### src/rtl/pc_sequencer.sv
// pc_sequencer: IF-stage controller choosing the next PC (hold / increment / redirect),
// flagging valid fetches, flushing IF/ID on redirects and counting fetched instructions.
module pc_sequencer #(
    parameter int           N            = 32,
    parameter int           INSTR_BYTES  = 4,
    parameter logic [N-1:0] RESET_PC     = '0,
    parameter int           FLUSH_CYCLES = 1
) (
    input  logic         clk,
    input  logic         reset,
    input  logic         start,
    input  logic [N-1:0] pc_q,
    input  logic         stall,
    input  logic         branch_taken,
    input  logic [N-1:0] branch_target,
    input  logic         halt_req,
    output logic [N-1:0] pc_next,
    output logic         if_valid,
    output logic         flush_o,
    output logic         halted,
    output logic         misaligned,
    output logic [31:0]  fetch_count
);
    localparam int           ALIGN_BITS = $clog2(INSTR_BYTES);
    localparam logic [N-1:0] INC        = N'(INSTR_BYTES);
    localparam logic [2:0]   BUBBLES    = 3'(FLUSH_CYCLES);

    typedef enum logic [1:0] {IDLE, FETCH, REDIRECT, HALT} state_t;

    state_t     state, state_nx;
    logic [2:0] cnt, cnt_nx;
    logic       set_mis;
    logic       count_en;
    logic       target_ok;

    assign target_ok = branch_target[ALIGN_BITS-1:0] == '0;
    assign halted    = state == HALT;

    // next-state and combinational fetch outputs; priority halt > branch > stall > sequential
    always_comb begin
        state_nx = state;
        cnt_nx   = cnt;
        pc_next  = pc_q;
        if_valid = 1'b0;
        flush_o  = 1'b0;
        set_mis  = 1'b0;
        count_en = 1'b0;
        case (state)
            IDLE: begin
                pc_next  = RESET_PC;
                state_nx = start ? FETCH : IDLE;
            end
            FETCH: begin
                if (halt_req) begin
                    flush_o  = 1'b1;
                    state_nx = HALT;
                end else if (branch_taken) begin
                    flush_o = 1'b1;
                    if (target_ok) begin
                        pc_next  = branch_target;
                        cnt_nx   = BUBBLES;
                        state_nx = REDIRECT;
                    end else begin
                        set_mis  = 1'b1;
                        state_nx = HALT;
                    end
                end else begin
                    if_valid = 1'b1;
                    if (!stall) begin
                        pc_next  = pc_q + INC;
                        count_en = 1'b1;
                    end
                end
            end
            REDIRECT: begin
                if (halt_req) begin
                    state_nx = HALT;
                end else begin
                    cnt_nx   = cnt - 3'd1;
                    state_nx = (cnt <= 3'd1) ? FETCH : REDIRECT;
                end
            end
            default: state_nx = HALT;
        endcase
    end

    // state register and bubble counter
    always_ff @(posedge clk or posedge reset) begin
        if (reset) begin
            state <= IDLE;
            cnt   <= 3'd0;
        end else begin
            state <= state_nx;
            cnt   <= cnt_nx;
        end
    end

    // sticky misaligned-target flag, cleared only by reset
    always_ff @(posedge clk or posedge reset) begin
        if (reset)
            misaligned <= 1'b0;
        else if (set_mis)
            misaligned <= 1'b1;
    end

    // saturating count of accepted sequential fetches
    always_ff @(posedge clk or posedge reset) begin
        if (reset)
            fetch_count <= 32'd0;
        else if (count_en && fetch_count != 32'hFFFF_FFFF)
            fetch_count <= fetch_count + 32'd1;
    end
endmodule
### config.mk
export PLATFORM = sky130hd
export DESIGN_NAME = pc_sequencer
export DESIGN_NICKNAME = d
export VERILOG_FILES = /design/src/rtl/pc_sequencer.sv
export SDC_FILE = /design/constraint.sdc
export NUM_CORES = 1
export LEC_CHECK = 0
export CAP_MARGIN = 40
export CORE_UTILIZATION = 40
export DETAILED_ROUTE_END_ITERATION = 7
export MAX_ROUTING_LAYER = met4
export PLACE_DENSITY = 0.74
export RECOVER_POWER = 50
export SLEW_MARGIN = 20
export SYNTH_ARGS = -nofsm -noshare
export SYNTH_HDL_FRONTEND = slang
export SYNTH_SLANG_ARGS = --single-unit
### constraint.sdc
create_clock -name clk -period 5.1 [get_ports clk]
set_input_delay 1.02 -clock clk [delete_from_list [all_inputs] [get_ports clk]]
set_output_delay 1.02 -clock clk [all_outputs]
set_load 0.02 [all_outputs]
Word level (Yosys, flattened, before mapping)
Index checks and enable logic that the tools add are counted.
- logic and storage cells: 53
- flip-flop bits (word level): 38
- output and inout bits: 68
- input bits: 70
- eq/ne operators: 9
- $add $sub $neg: 3
- multiplexer cells: 31
- magnitude comparators: 1
- reduce and logical (&&, ||, !) cells: 5
- operators by type and width (operator ; number):
    two-way mux 32 bit ; 4
    case mux 32 bit (2 select lines) ; 1
    adder 32 x 1 -> 32 bit (second input constant) ; 1
    adder 32 x 3 -> 32 bit (second input constant) ; 1
    inequality test 32 bit (second input constant) ; 1
    two-way mux 1 bit ; 16
    two-way mux 3 bit ; 4
    two-way mux 2 bit ; 4
    inequality test 2 bit (second input constant) ; 4
    case mux 2 bit (3 select lines) ; 1
    case mux 3 bit (2 select lines) ; 1
    AND reduction 5 bit ; 1
    == test 2 bit (second input constant) ; 2
    logical NOT 2 bit ; 2
    less-or-equal comparator 3 x 1 -> 1 bit (second input constant) ; 1
    inequality test 3 bit (second input constant) ; 1
    subtractor 3 x 1 -> 3 bit (second input constant) ; 1
    == test 2 x 1 -> 1 bit (second input constant) ; 1
    nonzero test 2 bit ; 1
    logical AND 1 bit ; 1

Logic depth before layout (Yosys ltp)
Gate-level depths: netlist of run 1.
- word-level depth: 5
- depth in mapped cells: 7
- depth with buffers taken out: 6

Least setup slack after synthesis of run 1
OpenSTA, ideal clock, no wires.
- path kind: in2out
- from: in pc_q[8]
- to: out pc_next[25]
- path buffers: 1
- data arrival time: 2.657 ns
- stages: 6
- setup slack: 1.423 ns
- cell sequence: buf_2 nand3_1 or4_4 or4_1 a21o_1 a22o_1
- cells in the longest elaborated chain, start to end: 5
- RTL lines (element ; line ; text):
    start: declaration ; 12 ; input logic [N-1:0] pc_q,
    adder 32 x 3 -> 32 bit ; 70 ; pc_next = pc_q + INC;
    two-way mux 32 bit ; 69 ; if (!stall) begin
    two-way mux 32 bit ; 57 ; end else if (branch_taken) begin
    two-way mux 32 bit ; 54 ; if (halt_req) begin
    case mux 32 bit (2 select lines) ; 48 ; case (state)
    end: declaration ; 17 ; output logic [N-1:0] pc_next,
Every way passes these cells.

Worst setup path in the final report of run 1
- from: in pc_q[11]
- to: out pc_next[31]
Same word-level chain as after synthesis.

==> summary.md, run 1 <==
| Metric | Value |
|---|---|
| Sequential area share after synthesis | 26.7% |
| RSZ-0062 raised after global routing | no |
| Die area | 9300 µm² |
| CTS max path bufs | 2 |
| Min-Delay Startpoint | misaligned |
| FF+latch count, synth | 38 |
| Initial antenna violation count | 0 |
| Status | finished with violations |
| Final hold violations | 0 |
| Setup TNS | 0 ns |
| Pin count of the biggest net entering global routing | 41 |
| CTS Hold Bufs | 0 |
| Die width | 96.4 µm |
| Max-slew violations | 39 |
| Worst r2r dst | fetch_count[1] |
| Drt first pass iters | 5 |
| I/O pin cnt | ~140 |
| Port bufs | 137 |
| Critical path class | input pin to primary output |
| Vias | 4349 |
| Post-DP HPWL | 9340 µm |
| Initial Util | 41.1% |
| Layout cell share with drive strength beyond 1 | approximately 5.3% |
| Routed wire length | 12700 µm |
| Worst vdd ir | 0.000194 V |
| Critical Path RT | ~4.1 ns |
| DRC | 0 |
| Leak Pwr | 2.06 nW |
| Post-Route Skew | 0.00306 ns |
| FF-to-FF Start | fetch_count[12] |
| CTS tree | built |
| Num CTS Buffers | 5 |
| Post-CTS Resized | 0 |
| Hold EP | misaligned |
| Slew @ Worst Pin | 2.01 ns |
| Mapped cell area | about 3600 µm² |
| Avg Cell Area, Syn | 7.61 µm² |
| Failing checks | capacitance limit, slew limit |
| WHS Path Cells | 1 |
| Fin crit period | 4.81 ns |
| Inst Count DP | 700 |
| Core ar. | 8680 µm² |
| Routability Congestion | slightly above 0.9 |
| All-layer global routing usage | 28.0% |
| Chip height | 96.4 µm |
| Vias/cell | 6.13 |
| Reg2Reg Setup Slack | about 2.4 ns |
| Hold Crit Class | flop to flop |
| Number of synthesized flops with an enable pin | 0 |
| Max Cap Violations | 1 |
| Row cnt | 34 |
| R2R depth | 5 |
| Post-synth ARST share | 100% |
| Crit Path Max Fanout | 6 |
| DR WL/cell | 17.9 µm |
| Vias in the first global route | 3988 |
| Syn Inst Count | about 470 |
| Final setup viols | 0 |
| Clock slew at reported path FFs | roughly 0.07 ns |
| Distinct cell type count after synthesis | 54 |
| Setup Fix Bufs, Post-CTS | 0 |
| Area Growth Syn to Fin | 44.8% |
| FMAX | 208 MHz |
| Yosys warnings | 0 |
| PD cells | about 140 nW/µm² |
| Fill count | just under 800 |
| Clock root buffer | clkbuf_8 |
| Worst-Skew Late Latency | just under 0.3 ns |
| Fin cells | 709 |
| Slew margin rel. | -34.0% |
| Setup crit end kind | primary output |
| Sink Count | 38 |
| DRT iter0 DRCs | 275 |
| Syn nets | 543 |
| Type of origin of the critical path | input pin |
| Fin crit share | 94.4% |
| H-Tree Depth | 2 |
| Main flop type after synthesis | dfrtp_1 |
| N_diodes | 0 |
| Crit path DAT | 3.79 ns |
| Overflow after GRT | 0 |
| Post-DRT Antenna Nets | 0 |
| Global-route wire length before repair | 19800 µm |
| Hold slack final | 0.478 ns |
| Final #Nets | 674 |
==> where the power goes <==
part / leakage (nW) / internal, mW / switching [mW] / total [mW]
sequential: 0.508 / 0.306 / 0.00395 / 0.310
combinational: 1.50 / 0.106 / 0.111 / 0.216
clock: 0.0482 / 0.109 / 0.102 / 0.212
==> final cells by class <==
cell class / count / area, µm² / area share [%]
timing repair buffer: 151 / 1480 / 28.6
tap: 108 / 135 / 2.62
sequential: 38 / 951 / 18.4
multi-input combinational: 378 / 2410 / 46.7
clock inverter: 1 / 5.00 / 0.0969
inverter: 26 / 97.6 / 1.89
clock buffer: 7 / 86.3 / 1.67
==> metrics by stage <==
stage	util, %	total power, mW	instance area [µm²]	setup slack, ns
after floorplan	-	0.408	3570	1.42
after global placement	58.3	0.529	5060	0.338
after detailed placement	58.4	0.532	5070	0.301
after CTS	59.5	0.746	5160	0.297
after global routing	59.5	0.774	5160	0.132
final	59.5	0.738	5160	0.288
==> cell usage in the layout, fill, tap and decap left out, types with 13 or more instances in the layout <==
cell type        count
nand2_1             35
clkdlybuf4s50_1    104
o2bb2ai_1           13
dfrtp_1             38
nand3_1             30
xnor2_1             25
dlygate4sd3_1       33
a21oi_1             30
o22ai_1             26
a221oi_1            17
inv_1               26
nand4_1             26
nor2_1              27
o21ai_0             36
==> critical path, stage by stage <==
cell and delay, ns:
clkdlybuf4s50_1 0.60, nand4_2 0.16, or4_4 0.57, or4b_1 0.51, o21ai_0 0.16, o2bb2ai_1 0.15
clkdlybuf4s50_1 0.63
==> Yosys cell counts (4+ instances only) <==
cell	count	share of area, %
nor4_1	5	0.88
nand2_1	35	3.7
and4_1	8	2.0
clkbuf_1	20	2.1
or3_1	4	0.70
a221oi_1	17	4.2
xor2_1	8	2.0
xnor2_1	25	6.1
a21o_1	6	1.3
nor3_1	7	0.98
nand3_1	30	4.2
inv_1	26	2.7
o2bb2ai_1	13	3.2
dfrtp_1	38	27
nor2_1	28	2.9
nand4_1	26	4.6
o21ai_0	36	5.1
o22ai_1	26	4.6
and3_1	12	2.1
nor2b_1	5	0.88
and2_1	7	1.2
a22o_1	4	0.98
o21bai_1	4	0.84
ha_1	4	1.4
a21oi_1	30	4.2
==> cell families after synthesis <==
kind of cell	share of synthesized area [%]
simple gates	28.7
compound gates	29.1
buf+inv	5.79
flops	26.7
xor+xnor	8.10
fa+ha+maj	1.40
mux	0.316
==> worst max-delay path by stage <==
stage / from / endpoint / cells after the start
after detailed placement: pc_q[11] / pc_next[31] / 7
final: pc_q[11] / pc_next[31] / 7
after global placement: pc_q[11] / pc_next[21] / 7
after global routing: pc_q[10] / pc_next[31] / 7
after floorplan: pc_q[8] / pc_next[25] / 6
after CTS: pc_q[11] / pc_next[31] / 7
==> metal layers <==
metal | routed length (µm) | share of wire [%] | up-vias | global-route usage [%]
met2 | 5690 | 45 | 189 | 41.4
met3 | 814 | 6.4 | 22 | 3.05
met5 | 0 | 0 | - | -
met4 | 218 | 1.7 | 0 | 8.21
met1 | 5930 | 47 | 2087 | 40.3
li1 | - | - | 2051 | -
==> flip-flops by register name, summed over array words and instances, names as in the netlist <==
name	cells
cnt	3
fetch_count	32
misaligned	1
state	2
No activity file was read; power rests on OpenSTA's default activity.
==> inputs of run 2 (changes only) <==
Settings changed: CTS_CLUSTER_DIAMETER set to 40.
==> results of run 2 <==
Same layout as run 1: the final DEF is identical, and so are final timing and power.
==> patch 1 (flow settings as in run 2) <==
Reset style: synchronous (`reset`), changed in 3 clocked blocks.
--- a/src/rtl/pc_sequencer.sv
+++ b/src/rtl/pc_sequencer.sv
@@ -86,5 +86,5 @@
 
     // state register and bubble counter
-    always_ff @(posedge clk or posedge reset) begin
+    always_ff @(posedge clk) begin
         if (reset) begin
             state <= IDLE;
@@ -97,5 +97,5 @@
 
     // sticky misaligned-target flag, cleared only by reset
-    always_ff @(posedge clk or posedge reset) begin
+    always_ff @(posedge clk) begin
         if (reset)
             misaligned <= 1'b0;
@@ -105,5 +105,5 @@
 
     // saturating count of accepted sequential fetches
-    always_ff @(posedge clk or posedge reset) begin
+    always_ff @(posedge clk) begin
         if (reset)
             fetch_count <= 32'd0;
Function: differs if reset is asserted again (counterexample within 4 cycles, from zero or initial values and one cycle with reset high); with reset held inactive, the same outputs for 10 cycles.
==> patch 1 against run 2 <==
The run ends with DRC left; area after synthesis increased by 4.5%; final area grew 3.0%; sequential cell count is the same; die area increased by 4.4%; hold slack improved by 0.039 ns; total power up 26%; register-to-register slack lost 0.09 ns; routed wire length grew 12%; setup slack better by 0.019 ns; clock skew is 0.0087 ns higher; largest cell class unchanged.
==> patch 1: results (changes against run 2) <==
| Metric | Value |
|---|---|
| Status | finished with violations |
| Failing checks | DRC |
| Drt drc | 14 (+14) |
| Worst vdd ir | 0.0001484 V (-23%) |
| Clock transition at path regs | 0.07 ns (about the same) |
| RePlAce Congestion | 0.9356 (+2.4%) |
| Syn nets | 601 (+11%) |
| H-tree depth | 2 (unchanged) |
| Worst slack, placed | 0.3817 ns (+0.08099 ns) |
| Fillers | 811 (+3.0%) |
| CTS root buffer | clkbuf_8 |
| Final Setup Violations | 0 (unchanged) |
| Clock Path Buffers | 2 (unchanged) |
| Cell-internal power | 0.0006211 W (+19%) |
| # diodes | 0 (unchanged) |
| Least-Margin Pin Slew | 0.6979 ns (-1.313 ns) |
| Iter 0 DRT Violations | 437 (+59%) |
| Share of layout cells above drive strength 1 | 0.07295 (+0.01970) |
| Fin nets | 731 (+8.5%) |
| Async set-reset flop share out of synthesis | 0 (-1.000) |
| Drt wl/cell | 18.51 µm (+3.7%) |
| Routed vias/inst | 6.333 (+3.2%) |
| Leak | 1.859 nW (-9.7%) |
| Clock Skews | 0.01176 ns (+0.008696 ns) |
| DR pass1 iterations | 8 (+3) |
| Largest regs | fetch_count x32, cnt x3, state x2 |
| Largest net degree at the start of global routing | 39 (-4.9%) |
| Synth area leaders | dfxtp_1, a21oi_1, o21ai_0 |
| Num CTS Buffers | 5 (unchanged) |
| Antenna violations before repair | 0 (unchanged) |
| Global-route wire length before repair | 23210 µm (+17%) |
| Critical path peak fanout | 7 (+1) |
| Skew-Pair Late Insertion Delay | 0.29 ns (about the same) |
| Synth warn | 0 (unchanged) |
| Sequential cell area fraction in the yosys report | 0.2041 (-0.06248) |
| Post CTS Setup Buffer Count | 0 (unchanged) |
| Post-synth top cells | a21oi_1, o21ai_0, dfxtp_1, nand2_1, inv_1 |
| Dpl cell area | 0.005229 mm² (+3.1%) |
| CTS resizes | 0 (unchanged) |
| I/O Buffers | 137 (unchanged) |
| Netlist cell types | 68 (+26%) |
| GRT Util Overall | 0.2976 (+0.01749) |
| Vias in the first global route | 4527 (+14%) |
| DPL Wire Length | 10580 µm (+13%) |
| Hold Crit Class | flop to flop |
==> patch 1: changes by cell type in the layout (fill, tap and decap cells not counted), sizes merged, moves of 8 or more <==
cell / run 2 / this run
a21oi: 30 / 54
and3: 12 / 3
dfrtp: 38 / 0
dfxtp: 0 / 38
inv: 26 / 34
nand4: 27 / 18
nor3: 7 / 17
o31ai: 0 / 9
or3: 4 / 14
or4: 3 / 11
xnor2: 25 / 4
==> patch 1: worst paths after layout <==
path                                                    from                      endpoint  slack [ns]  cells past startpoint
worst min-delay path            fetch_count[25]$_SDFFE_PP0P_  fetch_count[25]$_SDFFE_PP0P_        0.52                      2
worst min register to register  fetch_count[25]$_SDFFE_PP0P_  fetch_count[25]$_SDFFE_PP0P_        0.52                      2
worst max-delay path                                 pc_q[2]                   pc_next[28]        0.31                      9
worst max register to register         state[0]$_SDFFE_PP0N_  fetch_count[24]$_SDFFE_PP0P_        2.27                      5
==> patch 1: metal layers <==
metal  global-route usage  share of wire
met5                    -              0
met4              0.06315          0.014
met3              0.03972          0.078
met2               0.4745           0.47
met1               0.4025           0.44
==> patch 1: critical path, stage by stage <==
cell and delay (ns):
clkdlybuf4s50_1 0.56, ha_1 0.24, nand4b_1 0.25, nor4_2 0.34, buf_4 0.19, and4_1 0.26, a21oi_1 0.09, o2bb2ai_1 0.17
clkdlybuf4s50_1 0.63
==> patch 1: area by class of cell <==
type | instances | area (µm²) | area share
multi-input combinational | 426 | 2699 | 0.5072
inverter | 34 | 127.6 | 0.02398
clock buffer | 7 | 76.32 | 0.01434
sequential | 38 | 760.7 | 0.1430
clock inverter | 1 | 30.03 | 0.005643
timing repair buffer | 152 | 1493 | 0.2805
tap | 108 | 135.1 | 0.02539
==> patch 1: kinds of logic (layout without fill, tap and decap cells) <==
family / after synthesis / after routing / share of synthesized area
XOR/XNOR: 6 / 6 / 0.01410
flip-flops: 38 / 38 / 0.2041
multiplexers: 9 / 9 / 0.02652
AO/OA/AOI/OAI: 196 / 196 / 0.3404
AND/OR/NAND/NOR: 211 / 211 / 0.3323
adder cells (fa/ha/maj): 4 / 4 / 0.01343
buffers and inverters: 63 / 194 / 0.06915
==> patch 1: stage by stage <==
step / power, W / instances
after floorplan: 0.0004998 / 527
after global placement: 0.0006810 / 758
after detailed placement: 0.0006849 / 758
after CTS: 0.0009354 / 766
after global routing: 0.0009806 / 766
final: 0.0009335 / 766
==> patch 1: power by group through the flow <==
stage / logic (W) / registers (W) / clock network (W)
2_1_floorplan: 0.000188 / 0.000312 / 0
3_3_place_gp: 0.000366 / 0.000315 / 0
3_5_place_dp: 0.000369 / 0.000315 / 0
4_1_cts: 0.000371 / 0.000308 / 0.000256
5_1_grt: 0.000399 / 0.000309 / 0.000272
6_report: 0.000374 / 0.000309 / 0.000251
==> patch 2 (config.mk and constraints of run 2) <==
Made on the original files. The parameter `N` goes from 32 to 16.
--- a/src/rtl/pc_sequencer.sv
+++ b/src/rtl/pc_sequencer.sv
@@ -2,5 +2,5 @@
 // flagging valid fetches, flushing IF/ID on redirects and counting fetched instructions.
 module pc_sequencer #(
-    parameter int           N            = 32,
+    parameter int           N            = 16,
     parameter int           INSTR_BYTES  = 4,
     parameter logic [N-1:0] RESET_PC     = '0,
Interface: changed (resized branch_target, pc_next and pc_q); port bits go from 138 to 90. The function was not compared with the original's and may differ.
==> patch 2 against run 2 <==
The flow finishes with violations (DRC, capacitance limit, slew limit); largest power group unchanged; total power rose by 29%; sequential share of layout area rose by 6.9 points; sequential cell count did not move; routed wire length fell by 41%; largest cell class unchanged; area after synthesis fell by 25%; critical path depth fell by 1; count of clock-buffer cells in the layout fell by 2; final area fell by 27%; non-clock buffer count fell by 57; setup slack improved by 0.051 ns.
==> patch 2: results (changes against run 2) <==
| Metric | Value |
|---|---|
| Status | finished with violations |
| Failing checks | DRC, capacitance limit, slew limit |
| Fin nets | 445 (-34%) |
| Arrival time at the worst endpoint | 3.74 ns (-0.05 ns) |
| Max-cap violations | 1 (unchanged) |
| Hold path start | fetch_count[3]$_DFFE_PP0P_ |
| Fillers | 576 (-27%) |
| Critical path peak fanout | 21 (+15) |
| Iter 0 DRT Violations | 164 (-40%) |
| RePlAce Congestion | 0.9356 (+2.4%) |
| R2R setup slack | 2.62 ns (+0.26 ns) |
| Max Slew Vio Count | 39 (unchanged) |
| Routed Wire Length | 7433 µm (-41%) |
| Placed Instances | 473 (-32%) |
| Netlist cell types | 53 (-1.9%) |
| Synth area leaders | dfrtp_1, xnor2_1, o21ai_0 |
| DR pass1 iterations | 6 (+1) |
| Largest net degree at the start of global routing | 39 (-4.9%) |
| Drt drc | 14 (+14) |
| Global-route wire length before repair | 12500 µm (-37%) |
| Worst reg2reg path startpoint | state[0]$_DFFE_PP0N_ |
| Vias in the first global route | 2699 (-32%) |
| Post-synth top cells | dfrtp_1, nor2_1, o21ai_0 |
| DPL Wire Length | 5621 µm (-40%) |
| I/O Buffers | 89 (-35%) |
| Clock Skews | 0.003007 ns (-0.00005714 ns) |
| Share of layout cells above drive strength 1 | 0.07426 (+0.02101) |
| Worst vdd ir | 0.0001262 V (-35%) |
| Reg-to-Reg End | fetch_count[13]$_DFFE_PP0P_ |
| Leak | 1.548 nW (-25%) |
| Mean post-synth cell area | 8.517 µm² (+12%) |
[patch 2: changes by cell type after synthesis, sizes merged, moves of 11 or more]
cell / before / now
o21ai: 36 / 24
o2bb2ai: 13 / 0
nand4: 27 / 11
a221oi: 17 / 1
nand2: 35 / 21
o22ai: 26 / 0
nand3: 30 / 19
[patch 2: power breakdown]
group / internal (W) / total [W] / switching (W)
clock network: 0.000144 / 0.000250 / 0.000106
logic: 0.000157 / 0.000326 / 0.000169
registers: 0.000325 / 0.000377 / 0.0000521
[patch 2: how the worst max path moves through the flow]
| stage | startpoint | endpoint | slack (ns) | depth (start not counted) |
|---|---|---|---|---|
| floorplan | branch_target[0] | pc_next[12] | 1.61 | 6 |
| global placement | halt_req | pc_next[11] | 0.47 | 6 |
| detailed placement | halt_req | pc_next[11] | 0.45 | 6 |
| finish | halt_req | pc_next[11] | 0.34 | 6 |
| CTS | halt_req | pc_next[11] | 0.43 | 6 |
| global route | halt_req | pc_next[11] | 0.20 | 6 |
[patch 2: layer usage]
metal	wire length [µm]	up-vias	part of all wire	track usage
met5	0	-	0	-
met4	136	0	0.018	0.08307
met3	566	11	0.076	0.03660
met2	3488	129	0.47	0.3681
met1	3242	1310	0.44	0.2766
li1	-	1343	-	-
[patch 2: cell families after synthesis]
kind of cell,count (synthesis),synth area share
and+or+nand+nor,133,0.2780
AOI/OAI and AO/OA,79,0.1985
DFF,38,0.3533
buffers and inverters,30,0.04463
xor gates and xnor gates,29,0.09437
adders and majority gates,4,0.01860
muxes,3,0.01255
[patch 2: area by class of cell]
class / instances / share of cell area
Clock buffer: 5 / 0.01830
Clock inverter: 3 / 0.01065
Inverter: 16 / 0.01597
Multi-Input combinational cell: 248 / 0.4308
Sequential cell: 38 / 0.2528
Tap cell: 77 / 0.02562
Timing Repair Buffer: 94 / 0.2458
[patch 2: per-stage QoR]
stage               hold WS [ns]  area [µm²]  setup WS (ns)
finish                    0.5063        3761         0.3389
global route              0.5262        3761         0.2019
CTS                       0.5089        3765         0.4318
detailed placement        0.4804        3656         0.4492
global placement          0.4742        3656         0.4656
floorplan                 0.5272        2691          1.608
[patch 2: critical path, stage by stage]
cell	delay (ns)
dlygate4sd3_1	0.69
or4b_2	0.90
o21ai_0	0.32
a211oi_1	0.08
o22a_1	0.20
clkdlybuf4s50_1	0.53
